`config.mk`:
```
export PLATFORM = sky130hd
export DESIGN_NAME = button_event_ctrl
export DESIGN_NICKNAME = d
export VERILOG_FILES = /design/src/rtl/button_event_ctrl.sv
export SDC_FILE = /design/constraint.sdc
export NUM_CORES = 1
export LEC_CHECK = 0
export ABC_AREA = 1
export ABC_CLOCK_PERIOD_IN_PS = 1500
export CAP_MARGIN = 20
export CORE_AREA = 2 2 75 77
export CTS_CLUSTER_DIAMETER = 80
export CTS_CLUSTER_SIZE = 30
export DETAILED_ROUTE_END_ITERATION = 6
export DIE_AREA = 0 0 77 79
export HOLD_SLACK_MARGIN = 0.12
export PLACE_DENSITY = 0.75
export SLEW_MARGIN = 15
export SYNTH_ARGS = -nofsm -noshare
export SYNTH_HDL_FRONTEND = slang
export SYNTH_SLANG_ARGS = --single-unit
export TNS_END_PERCENT = 100
```
`constraint.sdc`:
```
create_clock -name clk -period 1.5 [get_ports clk]
set_input_delay 0.225 -clock clk [delete_from_list [all_inputs] [get_ports clk]]
set_output_delay 0.225 -clock clk [all_outputs]
set_load 0.02 [all_outputs]
```
`src/rtl/button_event_ctrl.sv`:
```
// Turns debounced button levels into a single ready/valid event stream:
// fresh presses (lowest index first) plus auto-repeat for the last granted button.
module button_event_ctrl #(
  parameter int N_BTN         = 4,
  parameter int HOLD_CYCLES   = 50000000,
  parameter int REPEAT_CYCLES = 10000000
) (
  input  logic                     clk,
  input  logic                     rst_n,
  input  logic [N_BTN-1:0]         clean,
  input  logic                     evt_ready,
  output logic                     evt_valid,
  output logic [$clog2(N_BTN)-1:0] evt_id,
  output logic                     evt_repeat,
  output logic                     dropped
);

  localparam int          ID_W        = $clog2(N_BTN);
  localparam logic [31:0] HOLD_LAST   = 32'(HOLD_CYCLES - 1);
  localparam logic [31:0] REPEAT_LAST = 32'(REPEAT_CYCLES - 1);

  typedef enum logic [1:0] {IDLE, HOLD, REPEAT} state_t;

  state_t            state_q, state_d;
  logic [N_BTN-1:0]  prev_q;
  logic [N_BTN-1:0]  press_pend_q, press_pend_d;
  logic              dropped_q, dropped_d;
  logic              evt_valid_q, evt_valid_d;
  logic [ID_W-1:0]   evt_id_q, evt_id_d;
  logic              evt_repeat_q, evt_repeat_d;
  logic [ID_W-1:0]   track_q, track_d;
  logic [31:0]       cnt_q, cnt_d;
  logic              rep_pend_q, rep_pend_d;

  logic [N_BTN-1:0]  rise;
  logic [N_BTN-1:0]  gnt_mask;
  logic [ID_W-1:0]   gnt_idx;
  logic              any_pend;
  logic              slot_free;
  logic              fresh_gnt;
  logic              rep_gnt;

  assign rise      = clean & ~prev_q;
  assign any_pend  = |press_pend_q;
  assign slot_free = ~evt_valid_q | evt_ready;
  assign fresh_gnt = slot_free & any_pend;
  assign rep_gnt   = slot_free & ~any_pend & rep_pend_q;

  // Lowest-index pending press wins arbitration.
  always_comb begin
    gnt_mask = '0;
    gnt_idx  = '0;
    for (int k = 0; k < N_BTN; k++) begin
      if (press_pend_q[k] && (gnt_mask == '0)) begin
        gnt_mask[k] = 1'b1;
        gnt_idx     = ID_W'(k);
      end
    end
  end

  always_comb begin
    // A new rise re-arms a bit being granted on the same edge; that is not a loss.
    press_pend_d = (press_pend_q & ~(fresh_gnt ? gnt_mask : '0)) | rise;
    dropped_d    = dropped_q | (|(rise & press_pend_q & ~(fresh_gnt ? gnt_mask : '0)));
    evt_valid_d  = evt_valid_q;
    evt_id_d     = evt_id_q;
    evt_repeat_d = evt_repeat_q;
    state_d      = state_q;
    cnt_d        = cnt_q;
    track_d      = track_q;
    rep_pend_d   = rep_pend_q & ~rep_gnt;

    if (slot_free) begin
      if (any_pend) begin
        evt_valid_d  = 1'b1;
        evt_id_d     = gnt_idx;
        evt_repeat_d = 1'b0;
      end else if (rep_pend_q) begin
        evt_valid_d  = 1'b1;
        evt_id_d     = track_q;
        evt_repeat_d = 1'b1;
      end else begin
        evt_valid_d  = 1'b0;
      end
    end

    case (state_q)
      IDLE: begin
        cnt_d      = '0;
        rep_pend_d = 1'b0;
      end
      HOLD: begin
        if (!clean[track_q]) begin
          state_d    = IDLE;
          cnt_d      = '0;
          rep_pend_d = 1'b0;
        end else if (cnt_q == HOLD_LAST) begin
          rep_pend_d = 1'b1;
          cnt_d      = '0;
          state_d    = REPEAT;
        end else begin
          cnt_d = cnt_q + 32'd1;
        end
      end
      REPEAT: begin
        if (!clean[track_q]) begin
          state_d    = IDLE;
          cnt_d      = '0;
          rep_pend_d = 1'b0;
        end else if (cnt_q == REPEAT_LAST) begin
          rep_pend_d = 1'b1;
          cnt_d      = '0;
        end else begin
          cnt_d = cnt_q + 32'd1;
        end
      end
      default: begin
        state_d    = IDLE;
        cnt_d      = '0;
        rep_pend_d = 1'b0;
      end
    endcase

    // A fresh grant retargets the repeat engine and discards any repeat due now.
    if (fresh_gnt) begin
      track_d    = gnt_idx;
      cnt_d      = '0;
      rep_pend_d = 1'b0;
      state_d    = HOLD;
    end
  end

  always_ff @(posedge clk) begin
    prev_q <= clean;
    if (!rst_n) begin
      state_q      <= IDLE;
      press_pend_q <= '0;
      dropped_q    <= 1'b0;
      evt_valid_q  <= 1'b0;
      evt_id_q     <= '0;
      evt_repeat_q <= 1'b0;
      track_q      <= '0;
      cnt_q        <= '0;
      rep_pend_q   <= 1'b0;
    end else begin
      state_q      <= state_d;
      press_pend_q <= press_pend_d;
      dropped_q    <= dropped_d;
      evt_valid_q  <= evt_valid_d;
      evt_id_q     <= evt_id_d;
      evt_repeat_q <= evt_repeat_d;
      track_q      <= track_d;
      cnt_q        <= cnt_d;
      rep_pend_q   <= rep_pend_d;
    end
  end

  assign evt_valid  = evt_valid_q;
  assign evt_id     = evt_id_q;
  assign evt_repeat = evt_repeat_q;
  assign dropped    = dropped_q;

endmodule

```
Word level (Yosys, flattened, before mapping)

Index checks and enable logic that the tools add are counted.
Widths: inputs -> output; s select.

Add/subtract/negate cells: 1
Magnitude comparators: 1
Equality and inequality tests: 9
Muxes and demuxes: 31
Bitwise gates (word level): 19
Reductions and logical operators: 13

Operator list:

| operator              | count |
|---|---|
| $mux 32               | 4 |
| $pmux 32 s2           | 1 |
| $add 32x1->32 const B | 1 |
| $eq 32x24->1 const B  | 1 |
| $eq 32x26->1 const B  | 1 |
| $and 4x4->4           | 4 |
| $mux 1                | 15 |
| $mux 2                | 7 |
| $not 4->4             | 2 |
| $reduce_or 4->1       | 2 |
| $ne 3x3->1 const B    | 2 |
| $not 1->1             | 6 |
| $pmux 2 s3            | 1 |
| $reduce_and 3->1      | 2 |
| $and 1x1->1           | 4 |
| $logic_not 2->1       | 2 |
| $mux 4                | 1 |
| $ne 2x2->1 const B    | 2 |
| $ne 4x4->1 const B    | 1 |
| $or 4x4->4            | 1 |
| $logic_and 1x1->1     | 3 |
| $logic_not 3->1       | 1 |
| $lt 2x3->1 const B    | 1 |
| $bmux 1 s2            | 1 |
| 7 further kinds       | 8 |

Bits in registers: 50
Output and inout bits: 5
Logic and storage cells: 85

Depth between registers and ports, before layout

Word-level depth: 15
Mapped depth: 11
Gate-level depth less buffers: 10

Least setup slack after synthesis

OpenSTA, ideal clock, no wires.

Kind: flip-flop to flip-flop
Start: register cnt_q[0]
End: register cnt_q[18]
Setup time: 116 ps
Arrival: 1431 ps
Setup slack: -48 ps
Stages on the path, launching flop included: 10
Period minus slack after synthesis: 1548 ps
Cells stage by stage: dfxtp_1 -> ha_1 -> nand2_2 -> nor2_4 -> nand2_1 -> nor2_2 -> nand2_2 -> nor2_2 -> xor2_1 -> nor2_2

Cells in the longest elaborated chain, start to end: 4
Elaborated cells on any way between the ends: 8
Classes of those cells: add/sub (1); eq/ne (2); mux (5)

Ends and longest elaborated chain:

| item                                        | line     | RTL |
|---|---|---|
| start: declaration                          | 32       | `logic [31:0] cnt_q, cnt_d;` |
| start signal: assignment                    | 153      | `cnt_q <= cnt_d;` |
| $add 32x1->32, or another cell as far along | 102, 114 |  |
| $mux 32, on equally long branches           | 110, 97  |  |
| $mux 32, on equally long branches           | 106, 93  |  |
| $pmux 32 s2 (*)                             | 87       | `case (state_q)` |

Mark *: on every way between the ends. The rest lies on a longest branch, timed or not.
A chain may end at the register's enable or synchronous reset.

Final worst setup path

Start: register cnt_q[1]
End: register cnt_q[20]

The elaborated chain is that of the path after synthesis.

==> impl_metrics.ini <==
[status]
outcome = finished with violations
violations = setup timing

[clock_network]
cts_sinks = 50
cts_max_path_buffers = 2
clk_pin_slew_worst_paths_ns = 0.09
ctsRootBufferMaster = clkbuf_8
clock_latency_ns = 0.30
cts_buffers = 5
cts_tree = done
cts_max_level = 2
postCtsHoldBufs = 0

[setup_path]
worstPathMaxFanout = 4
setup.worst_path.class = flip-flop to flip-flop
cp-start-kind = flip-flop
max_stage_delay_ns = 0.36
cp_data_arrival_time_ns = 1.80
reg2reg_to = cnt_q[20]$_SDFF_PP0_
crit_chain = ha_4 > nand2_4 > nor2_4 > nand3_1 > nor2_4 > nand3_1 > xor2_1 > nor2_2
cp.required_ns = 1.70
end_kind = flip-flop
r2r_start = cnt_q[1]$_SDFF_PP0_
ff2ff_path_depth = 8
cp_slowest_cell = dfxtp_2
r2r_setup_slack_ns = -0.1

[min_path]
holdPathEnd = prev_q[0]$_DFF_P_
min_path_cells = 1
min_from = clean[0]
min_path_type = input pin to flip-flop

[synthesis]
yosysSeqAreaShare = 0.3625
synth-async-reset-ratio = 0
synth_edf_count = 0
ys_types = 30
syn-num-nets = 418
netlist_instances = 407
synth_warnings = 0
synth_commonest_cells = 77 x nand2_1, 70 x nor2_1, 59 x inv_1
synth_top_area_share = 0.3625
yosysTopAreaCell = dfxtp_1
postSynthAreaPerCell_um2 = 6.785
yosysMostFrequentCell = nand2_1
ys.flop_type = dfxtp_1
netlist_area_um2 = 2761
ys_ff_latch = 50
ys_top_cells_by_area = dfxtp_1 36%, nand2_1 10%, nor2_1 9.5%

[global_route]
grt_overflow = 0
grt_use_total = 0.2416
grt_pass1_wl_um = 11700
grt_max_degree = 15
first_global_vias = 2673
antenna_found_initial = 0

[place]
io_buffers = 11
place_area_um2 = 3433
dp_hpwl_um = 5433
place_ws_ns = -0.3056
dpl.cell_count = 550
place_congestion = 0.9000

[route]
drt_first_pass_iters = 5
wl_um = 7127
vias = 2795
avgViaCountPerCell = 4.991
route.detailed.drc = 0
ant_nets = 0
wl_per_cell_um = 12.73
drtIter0Drc = 152

[floorplanning]
pin_count = 12
die_h_um = 79
die_area_um2 = 6083
coreArea_um2 = 5338
rows = 27
start_util = 0.5173
fp.dieW_um = 77

[power_and_ir_drop]
p_per_area_nw_per_um2 = 684.1
seqPwrFrac = 0.549
irDropWorstVdd_mv = 0.3479
net-switching-power_mw = 0.6431
p_leak_nw = 1.525
p_clk_frac = 0.322
switching_share = 0.2544
p_int_mw = 1.885
combPwrFrac = 0.129

[timing]
worst_slack_ns = -0.09518
fmax_ghz = 0.6269
period_share = 1.063
hold_viol = 0
slew_violations = 0
worst_pin_slew_ns = 0.3143
min_period_ns = 1.595
rsz0062_at_grt = true
setup_viol = 31
max_slew_margin = 0.7887
skew_ns = 0.002696
hold_ws_ns = 0.3945

[run]
max_cap_violations = 0

[cells_and_area]
final_cells = 560
drive_above_1_share = 0.2889
diodes = 0
area_delta_synth_final_pct = 33.80
final_nets = 498
fin_area_um2 = 3695
placed cells by master, fill, tap and decap left out, types with 3 or more instances in the layout:
| cell type | count |
|---|---|
| clkdlybuf4s50_1 | 8 |
| inv_1 | 59 |
| ha_1 | 3 |
| o21ai_0 | 9 |
| nor2_1 | 62 |
| xnor2_1 | 5 |
| a21oi_1 | 13 |
| xor2_1 | 16 |
| nor3_2 | 4 |
| nand2_2 | 13 |
| dfxtp_2 | 8 |
| nand3_1 | 21 |
| nand4_1 | 8 |
| clkbuf_8 | 6 |
| buf_4 | 61 |
| nor2_4 | 10 |
| nand3_2 | 5 |
| nor3_1 | 15 |
| nor2_2 | 19 |
| dfxtp_1 | 42 |
| nand2_1 | 72 |
| nand3b_1 | 3 |
how the worst max path moves through the flow:
stage,start,end,slack [ns],depth (start not counted)
2_1_floorplan,cnt_q[0]$_SDFF_PP0_,cnt_q[2]$_SDFF_PP0_,0.0001,11
5_1_grt,cnt_q[1]$_SDFF_PP0_,cnt_q[20]$_SDFF_PP0_,-0.15,8
3_5_place_dp,clean[0],cnt_q[21]$_SDFF_PP0_,-0.31,10
4_1_cts,cnt_q[1]$_SDFF_PP0_,cnt_q[5]$_SDFF_PP0_,-0.06,11
6_report,cnt_q[1]$_SDFF_PP0_,cnt_q[20]$_SDFF_PP0_,-0.1,8
3_3_place_gp,clean[0],cnt_q[26]$_SDFF_PP0_,-0.26,10
power groups by stage:
stage	combinational, mW	sequential [mW]	clock, mW
3_3_place_gp	0.296	1.41	0
6_report	0.327	1.39	0.814
5_1_grt	0.359	1.39	0.874
2_1_floorplan	0.149	1.43	0
3_5_place_dp	0.304	1.41	0
4_1_cts	0.311	1.38	0.838
state kept, by name, indices dropped and copies added (netlist names), 2 cells and up:
signal	flops
prev_q	4
state_q	2
cnt_q	32
press_pend_q	4
evt_id	2
track_q	2
per-layer routing:
layer	vias to the layer above	GRT usage	share of wire
li1	1438	-	-
met1	1275	0.2838	0.44
met2	60	0.4333	0.49
met3	22	0.04659	0.040
met4	0	0.1000	0.031
met5	-	0	0
cell families after synthesis:
family / count (synthesis) / synth area share
compound gates: 28 / 0.05392
xor+xnor: 21 / 0.06660
fa+ha+maj: 4 / 0.01812
buf+inv: 64 / 0.09469
flops: 50 / 0.3625
simple gates: 240 / 0.4042
stage by stage:
stage | utilization | power [mW] | setup TNS [ns]
floorplan | - | 1.577 | 0
global placement | 0.6432 | 1.708 | -8.206
detailed placement | 0.6432 | 1.719 | -9.196
CTS | 0.6721 | 2.533 | -1.532
global route | 0.6922 | 2.625 | -4.385
finish | 0.6922 | 2.528 | -1.474
critical path, delay by kind of cell (launching register included):
family	cells	cell delay [ns]
XOR/XNOR	1	0.26
adder cells (fa/ha/maj)	1	0.15
flip-flops	1	0.36
AND/OR/NAND/NOR	6	0.73
what timing repair did:
| action | in CTS | in global routing |
|---|---|---|
| setup endpoints to repair | 34 | 38 |
| cloned | 1 | 0 |
| resized for setup | 11 | 33 |
| pin swaps | 3 | 2 |
| setup buffers | 0 | 1 |
final cells by class:
| type | instances | area (µm²) |
|---|---|---|
| Fill cell | 449 | 1643 |
| Sequential cell | 50 | 1011 |
| Tap cell | 72 | 90.09 |
| Timing Repair Buffer | 76 | 641.9 |
| Multi-Input combinational cell | 293 | 1630 |
| Clock buffer | 7 | 86.33 |
| Inverter | 61 | 230.2 |
| Clock inverter | 1 | 5.005 |
(Power assumes the default switching activity.)
